### src/rtl/control_fsm.sv
// Multi-cycle control unit for the 16-bit CPU: sequences fetch/decode/execute/
// memory/writeback and drives the datapath mux selects and memory strobes.
module control_fsm #(
   parameter int OP_W = 4,
   parameter int FN_W = 4
) (
   input  logic            Clock,
   input  logic            Reset,
   input  logic [15:0]     Instr,
   input  logic            MemReady,
   input  logic            Zero,
   output logic            PCWrite,
   output logic [1:0]      PCSrc,
   output logic            IRWrite,
   output logic            MemRead,
   output logic            MemWrite,
   output logic            RegWrite,
   output logic            ALUSrc,
   output logic            MemToReg,
   output logic            RegDst,
   output logic [FN_W-1:0] ALUOp,
   output logic            Illegal,
   output logic            Halted,
   output logic [2:0]      State
);

   typedef enum logic [2:0] {
      S_FETCH  = 3'd0,
      S_DECODE = 3'd1,
      S_EXEC   = 3'd2,
      S_MEM    = 3'd3,
      S_WB     = 3'd4,
      S_HALT   = 3'd5
   } state_t;

   localparam logic [OP_W-1:0] OP_R    = OP_W'(0);
   localparam logic [OP_W-1:0] OP_ADDI = OP_W'(1);
   localparam logic [OP_W-1:0] OP_LW   = OP_W'(2);
   localparam logic [OP_W-1:0] OP_SW   = OP_W'(3);
   localparam logic [OP_W-1:0] OP_BEQ  = OP_W'(4);
   localparam logic [OP_W-1:0] OP_JMP  = OP_W'(5);
   localparam logic [OP_W-1:0] OP_HALT = OP_W'(15);

   state_t            state_q, state_d;
   logic [OP_W-1:0]   op_q, op_d;
   logic [FN_W-1:0]   funct_q, funct_d;

   function automatic logic is_defined(input logic [OP_W-1:0] op);
      return (op == OP_R) || (op == OP_ADDI) || (op == OP_LW) ||
             (op == OP_SW) || (op == OP_BEQ) || (op == OP_JMP);
   endfunction

   always_ff @(posedge Clock) begin
      if (Reset) begin
         state_q <= S_FETCH;
         op_q    <= '0;
         funct_q <= '0;
      end else begin
         state_q <= state_d;
         op_q    <= op_d;
         funct_q <= funct_d;
      end
   end

   always_comb begin
      state_d  = state_q;
      op_d     = op_q;
      funct_d  = funct_q;
      PCWrite  = 1'b0;
      PCSrc    = 2'd0;
      IRWrite  = 1'b0;
      MemRead  = 1'b0;
      MemWrite = 1'b0;
      RegWrite = 1'b0;
      ALUSrc   = 1'b0;
      MemToReg = 1'b0;
      RegDst   = 1'b0;
      ALUOp    = '0;
      Illegal  = 1'b0;
      Halted   = 1'b0;

      case (state_q)
         S_FETCH: begin
            MemRead = 1'b1;
            if (MemReady) begin
               IRWrite = 1'b1;
               PCWrite = 1'b1;
               PCSrc   = 2'd0;
               op_d    = Instr[15 -: OP_W];
               funct_d = Instr[FN_W-1:0];
               state_d = S_DECODE;
            end
         end
         S_DECODE: begin
            if (op_q == OP_HALT) begin
               state_d = S_HALT;
            end else if (!is_defined(op_q)) begin
               Illegal = 1'b1;
               state_d = S_FETCH;
            end else begin
               state_d = S_EXEC;
            end
         end
         S_EXEC: begin
            case (op_q)
               OP_R: begin
                  ALUOp   = funct_q;
                  state_d = S_WB;
               end
               OP_ADDI: begin
                  ALUSrc  = 1'b1;
                  state_d = S_WB;
               end
               OP_LW, OP_SW: begin
                  ALUSrc  = 1'b1;
                  state_d = S_MEM;
               end
               OP_BEQ: begin
                  ALUOp = FN_W'(1);
                  if (Zero) begin
                     PCWrite = 1'b1;
                     PCSrc   = 2'd1;
                  end
                  state_d = S_FETCH;
               end
               OP_JMP: begin
                  PCWrite = 1'b1;
                  PCSrc   = 2'd2;
                  state_d = S_FETCH;
               end
               default: state_d = S_FETCH;
            endcase
         end
         S_MEM: begin
            // Read and write are mutually exclusive because only one opcode can be latched.
            if (op_q == OP_LW) begin
               MemRead = 1'b1;
               ALUSrc  = 1'b1;
               if (MemReady) state_d = S_WB;
            end else if (op_q == OP_SW) begin
               MemWrite = 1'b1;
               ALUSrc   = 1'b1;
               if (MemReady) state_d = S_FETCH;
            end else begin
               state_d = S_FETCH;
            end
         end
         S_WB: begin
            RegWrite = 1'b1;
            MemToReg = (op_q == OP_LW);
            RegDst   = (op_q == OP_R);
            state_d  = S_FETCH;
         end
         S_HALT: Halted = 1'b1;
         default: state_d = S_FETCH;
      endcase

      // Reset silences every strobe in the same cycle it is asserted.
      if (Reset) begin
         PCWrite  = 1'b0;
         PCSrc    = 2'd0;
         IRWrite  = 1'b0;
         MemRead  = 1'b0;
         MemWrite = 1'b0;
         RegWrite = 1'b0;
         ALUSrc   = 1'b0;
         MemToReg = 1'b0;
         RegDst   = 1'b0;
         ALUOp    = '0;
         Illegal  = 1'b0;
         Halted   = 1'b0;
      end
   end

   assign State = Reset ? 3'd0 : state_q;

endmodule

### config.mk
export PLATFORM = sky130hd
export DESIGN_NAME = control_fsm
export DESIGN_NICKNAME = d
export VERILOG_FILES = /design/src/rtl/control_fsm.sv
export SDC_FILE = /design/constraint.sdc
export NUM_CORES = 1
export LEC_CHECK = 0
export BUFFER_PORTS_ARGS = -buffer_cell sky130_fd_sc_hd__buf_4
export CAP_MARGIN = 20
export CORE_AREA = 4 4 48 50
export DETAILED_ROUTE_END_ITERATION = 8
export DIE_AREA = 0 0 52 54
export PLACE_DENSITY_LB_ADDON = 0.2
export SKIP_LAST_GASP = 1
export SYNTH_ARGS = -nofsm -noshare
export SYNTH_HDL_FRONTEND = slang
export SYNTH_SLANG_ARGS = --single-unit
export TNS_END_PERCENT = 1
### constraint.sdc
create_clock -name Clock -period 1.95 [get_ports Clock]
set_input_delay 0.2925 -clock Clock [delete_from_list [all_inputs] [get_ports Clock]]
set_output_delay 0.2925 -clock Clock [all_outputs]
set_load 0.05 [all_outputs]
# Word-level counts from Yosys, hierarchy flattened
# Cells that the tools add are included.
dict set report op_classes {
  n_eq_ne 14
  n_mux 47
  n_bitwise 1
  reduce_logical 12
}
# operator n
set op_table {}
lappend op_table {{$mux W1} 27}
lappend op_table {{$mux W3} 7}
lappend op_table {{$pmux W3 S5} 1}
lappend op_table {{$eq A4 B2 Y1 const B} 2}
lappend op_table {{$eq A4 B3 Y1 const B} 2}
lappend op_table {{$mux W4} 2}
lappend op_table {{$pmux W1 S2} 4}
lappend op_table {{$pmux W4 S2} 1}
lappend op_table {{$eq A3 B2 Y1 const B} 2}
lappend op_table {{$eq A3 B3 Y1 const B} 2}
lappend op_table {{$mux W2} 3}
lappend op_table {{$ne A3 B3 Y1 const B} 2}
lappend op_table {{$pmux W3 S2} 1}
lappend op_table {{$logic_or A1 B1 Y1} 5}
lappend op_table {{$eq A4 B1 Y1 const B} 1}
lappend op_table {{$eq A4 B4 Y1 const B} 1}
lappend op_table {{$logic_not A4 Y1} 1}
lappend op_table {{$pmux W2 S2} 1}
lappend op_table {{$reduce_and A4 Y1} 1}
lappend op_table {{$reduce_or A2 Y1} 2}
lappend op_table {{$eq A3 B1 Y1 const B} 1}
lappend op_table {{$logic_not A3 Y1} 1}
lappend op_table {{$reduce_or A3 Y1} 1}
lappend op_table {{$ne A2 B2 Y1 const B} 1}
lappend op_table {{other kinds (2)} 2}
dict set report word_totals {
  reg_bits 11
  input_bits 20
  elab_cells 77
}

# Logic depth before layout (Yosys ltp)
dict set report depth {
  depth_word 10
  mapped_depth 5
  ltp_nobuf 4
}

# Worst setup path before layout
# Ideal clock, no wire load.
dict set report synth_path {
  path_type {register -> output}
  start {register state_q[2]}
  end {output port RegDst}
  arrival_ns 2.999
  required_time_ns 1.657
  setup_slack_ns -1.341
  path_stages_with_launch 5
  path_cell_list {dfxtp_1 buf_2 nand2b_1 nor3_1 nor3b_1}
}
dict set report synth_via {
  elab_chain_cells 3
}
# element line
set synth_rtl {}
lappend synth_rtl {{from (decl)} 44} ;# state_t state_q, state_d;
lappend synth_rtl {{from (signal assigned)} 59} ;# state_q <= state_d;
lappend synth_rtl {{$eq A3 B3 Y1} 82} ;# case (state_q)
lappend synth_rtl {{$mux W1} 82}
lappend synth_rtl {{$mux W1} 159} ;# if (Reset) begin
lappend synth_rtl {{to (decl)} 20} ;# output logic RegDst,
# Every way passes these cells.

# Worst setup path in the final report
dict set report layout_path {
  start {register state_q[0]}
  end {output port ALUOp[1]}
}
dict set report layout_via {
  elab_chain_cells 3
}
# element line
set layout_rtl {}
lappend layout_rtl {{$eq A3 B2 Y1} 82}
lappend layout_rtl {{$mux W4} 82}
lappend layout_rtl {{$mux W4} 159}
lappend layout_rtl {{to (decl)} 21} ;# output logic [FN_W-1:0] ALUOp,
# Every way passes these cells.

==> summary.md <==
| Metric | Value |
|---|---|
| Status | finished with violations |
| Failing checks | setup timing |
| Clock share of power | 0.185 |
| Final Slew Violations | 0 |
| Layout area overhead | 54.1% |
| Die H | 54 um |
| Unrepaired setup endpoints after global routing | true |
| Register area share after synthesis | 0.298 |
| CTS sink cnt | 11 |
| Worst VDD drop | roughly 0.58 mV |
| Vias in the first global route | 902 |
| Yosys cell types | 27 |
| Row Count | 16 |
| Pwr Density | 712 mW/mm2 |
| Critical path startpoint category | register |
| CP max FO | 3 |
| Final Wtd Congestion | around 0.84 |
| First-pass GRT wire length | ~3700 um |
| Core Util, Final | 0.599 |
| Net Count, Synth | between 100 and 150 |
| Initial DRT Pass Iterations | 4 |
| Clock Path Buffers | 2 |
| Tmin final | 2070 ps |
| Largest net degree at the start of global routing | 16 |
| Fmax | 484 MHz |
| Fin crit share | 1.06 |
| Total Wirelength | approximately 2200 um |
| Placed cell areas | approximately 0.0011 mm2 |
| Post-synth ARST share | 0 |
| Post-synthesis cell count | 113 |
| Fin Setup TNS | -373 ps |
| I/O Buffers | 30 |
| Overall fraction of global-route tracks in use | 0.176 |
| Total number of vias | 936 |
| # setup viols final | 4 |
| Worst Setup End Kind | primary output |
| DR DRC count | 0 |
| Die area | 0.00281 mm2 |
| Yosys warnings | 0 |
| Leakage | 0.000486 uW |
| Iter 0 DRT Violations | 21 |
| Core Footprint | 0.00190 mm2 |
| Initial antenna violation count | 0 |
| # Max-Cap Violations | 0 |
| CTS tree | yes |
| Cell internal pwr | 475 uW |
| Detailed-route wire length per cell | between 10 and 15 um |
| Design area | 0.00114 mm2 |
| PnR Total Power | 812 uW |
| Layout cell share with drive strength beyond 1 | 0.385 |
| Mapped Area | 739 um2 |
| Worst path cell trace | or3_1 -> or2_4 -> nor3_4 -> and2_4 -> buf_6 |
| Critical Setup Path Class | register to primary output |
| Final worst setup slack | -117 ps |
| Post-DR vias/cell | ~5.3 |
| Initial Util | 0.389 |
| Measured slew at the worst slew-check pin | 514 ps |
| Skew-Pair Late Insertion Delay | 260 ps |
| Total gr overflow | 0 |
| Setup slack at placement | 102 ps |
| Final net count | 169 |
| Switching part of the total power | 0.414 |
| CP peak stage delay | 370 ps |
| Hold_buf cts | 0 |
| WP data required | 1660 ps |
| Final Hold Fails | 0 |
| CTS Buf Count | 3 |
| Worst-path clk slew | 70 ps |
| Most area-hungry cell type in the Yosys netlist | dfxtp_1 |
| Critical path data arrival time | 1770 ps |
| Worst Clk Skew | 3.06 ps |
| Antenna Nets Post-Route | 0 |
| H-tree levels | 1 |
| Synth area leaders | dfxtp_1, nand2_1, nor2_1, a21oi_1, nor3_1 |
| HP Class | primary input to register |
| Yosys top cell area share | 0.298 |
| Register area | 220 um2 |
| Footprint of the multi-input gates | 526 um2 |
| Die Wd | approximately 52 um |
| Synth Flop Type | dfxtp_1 |
| Syn Area/Cell | 6.54 um2 |
| Sequential Power Share | 0.349 |
| Switch Pwr | ~340 uW |
| # diodes | 0 |
| Combinational Power Share | 0.466 |
| Filler cell count | 194 |
| Post-synth EDFFs | 0 |
| Flops & latches, synth | 11 |
| Io pins | 39 |
| Post-DP HPWL | 1720 um |
| Slowest CP cell | or3_1 |
| Slew headroom | 0.655 |
| Clock root cell | clkbuf_4 |
## per-layer routing
layer / share of wire / global-route usage / vias up
met2: 0.50 / 0.299 / 40
met1: 0.38 / 0.196 / 428
li1: - / - / 460
met5: 0 / 0 / -
met4: 0.021 / 0.122 / 0
met3: 0.093 / 0.0360 / 8
## critical path, delay by kind of cell (launching register included)
family                 cells  cell delay [ps]
and+or+nand+nor            4             1070
DFF                        1              300
buffers and inverters      1              150
## area by class of cell
cell class | count | share of cell area
sequential | 11 | 0.193
timing repair buffer | 40 | 0.280
inverter | 4 | 0.0132
clock buffer | 4 | 0.0231
tap | 27 | 0.0296
multi-input combinational | 89 | 0.461
## cell families (layout without fill, tap and decap cells)
group                  after synthesis  after routing  synth area share
AO/OA/AOI/OAI                       21             21             0.162
buffers and inverters               13             48            0.0744
flip-flops                          11             11             0.298
AND/OR/NAND/NOR                     68             68             0.465
## power groups by stage
stage               clock (uW)  sequential, uW  combinational [uW]
global route               170             289                 415
CTS                        159             282                 374
global placement             0             287                 364
finish                     150             283                 378
floorplan                    0             269                 269
detailed placement           0             287                 369
## registers in the layout, summed over array words and instances, names as in the netlist
| register | count |
|---|---|
| funct_q | 4 |
| op_q | 4 |
| state_q | 3 |
## layout by cell type (no fill, tap or decap)
cell type	count
inv_1	4
nor2_1	15
nand3_1	3
nor4bb_4	1
and4bb_2	1
and2_4	3
buf_8	2
a21oi_1	11
a21o_1	1
nor4_1	2
a31oi_1	4
nor2b_1	1
or2_4	1
a32oi_1	1
nand2b_1	3
nand3b_1	1
clkbuf_4	3
nand2_1	20
nor3b_4	1
o32ai_1	1
or3_1	3
nor2_2	2
nor3_1	4
nor3_2	2
clkbuf_1	1
o21ai_0	3
buf_4	37
dfxtp_1	11
buf_6	1
nand4_1	2
or2_2	1
nor3_4	2
## timing repair
item,CTS,global route
resized for setup,4,5
setup buffers,0,1
hold endpoints to repair,0,0
cloned,0,0
pin swaps,0,5
endpoints found under the setup margin,4,7
## synth_stat cells (3+ instances only)
library cell  number
clkbuf_1           4
nand3_1            3
or3_1              3
buf_2              5
nand2_1           20
inv_1              4
dfxtp_1           11
nor2_1            17
and2_1             3
o21ai_0            3
nor3_1             6
nand2b_1           3
a21oi_1           11
a31oi_1            4
## through the flow
step                hold WS (ps)  instances
detailed placement           446        170
finish                       272        175
CTS                          263        174
global placement             437        170
floorplan                    362        113
global route                 257        175
## worst paths after layout
kind / start / end / slack, ps / cells past startpoint
setup reg to reg: op_q[1] / state_q[2] / 440 / 5
hold / removal: Instr[2] / funct_q[2] / 270 / 3
setup / recovery: state_q[0] / ALUOp[1] / -120 / 5
hold reg to reg: funct_q[0] / funct_q[0] / 460 / 2
No activity file was read; power rests on OpenSTA's default activity.
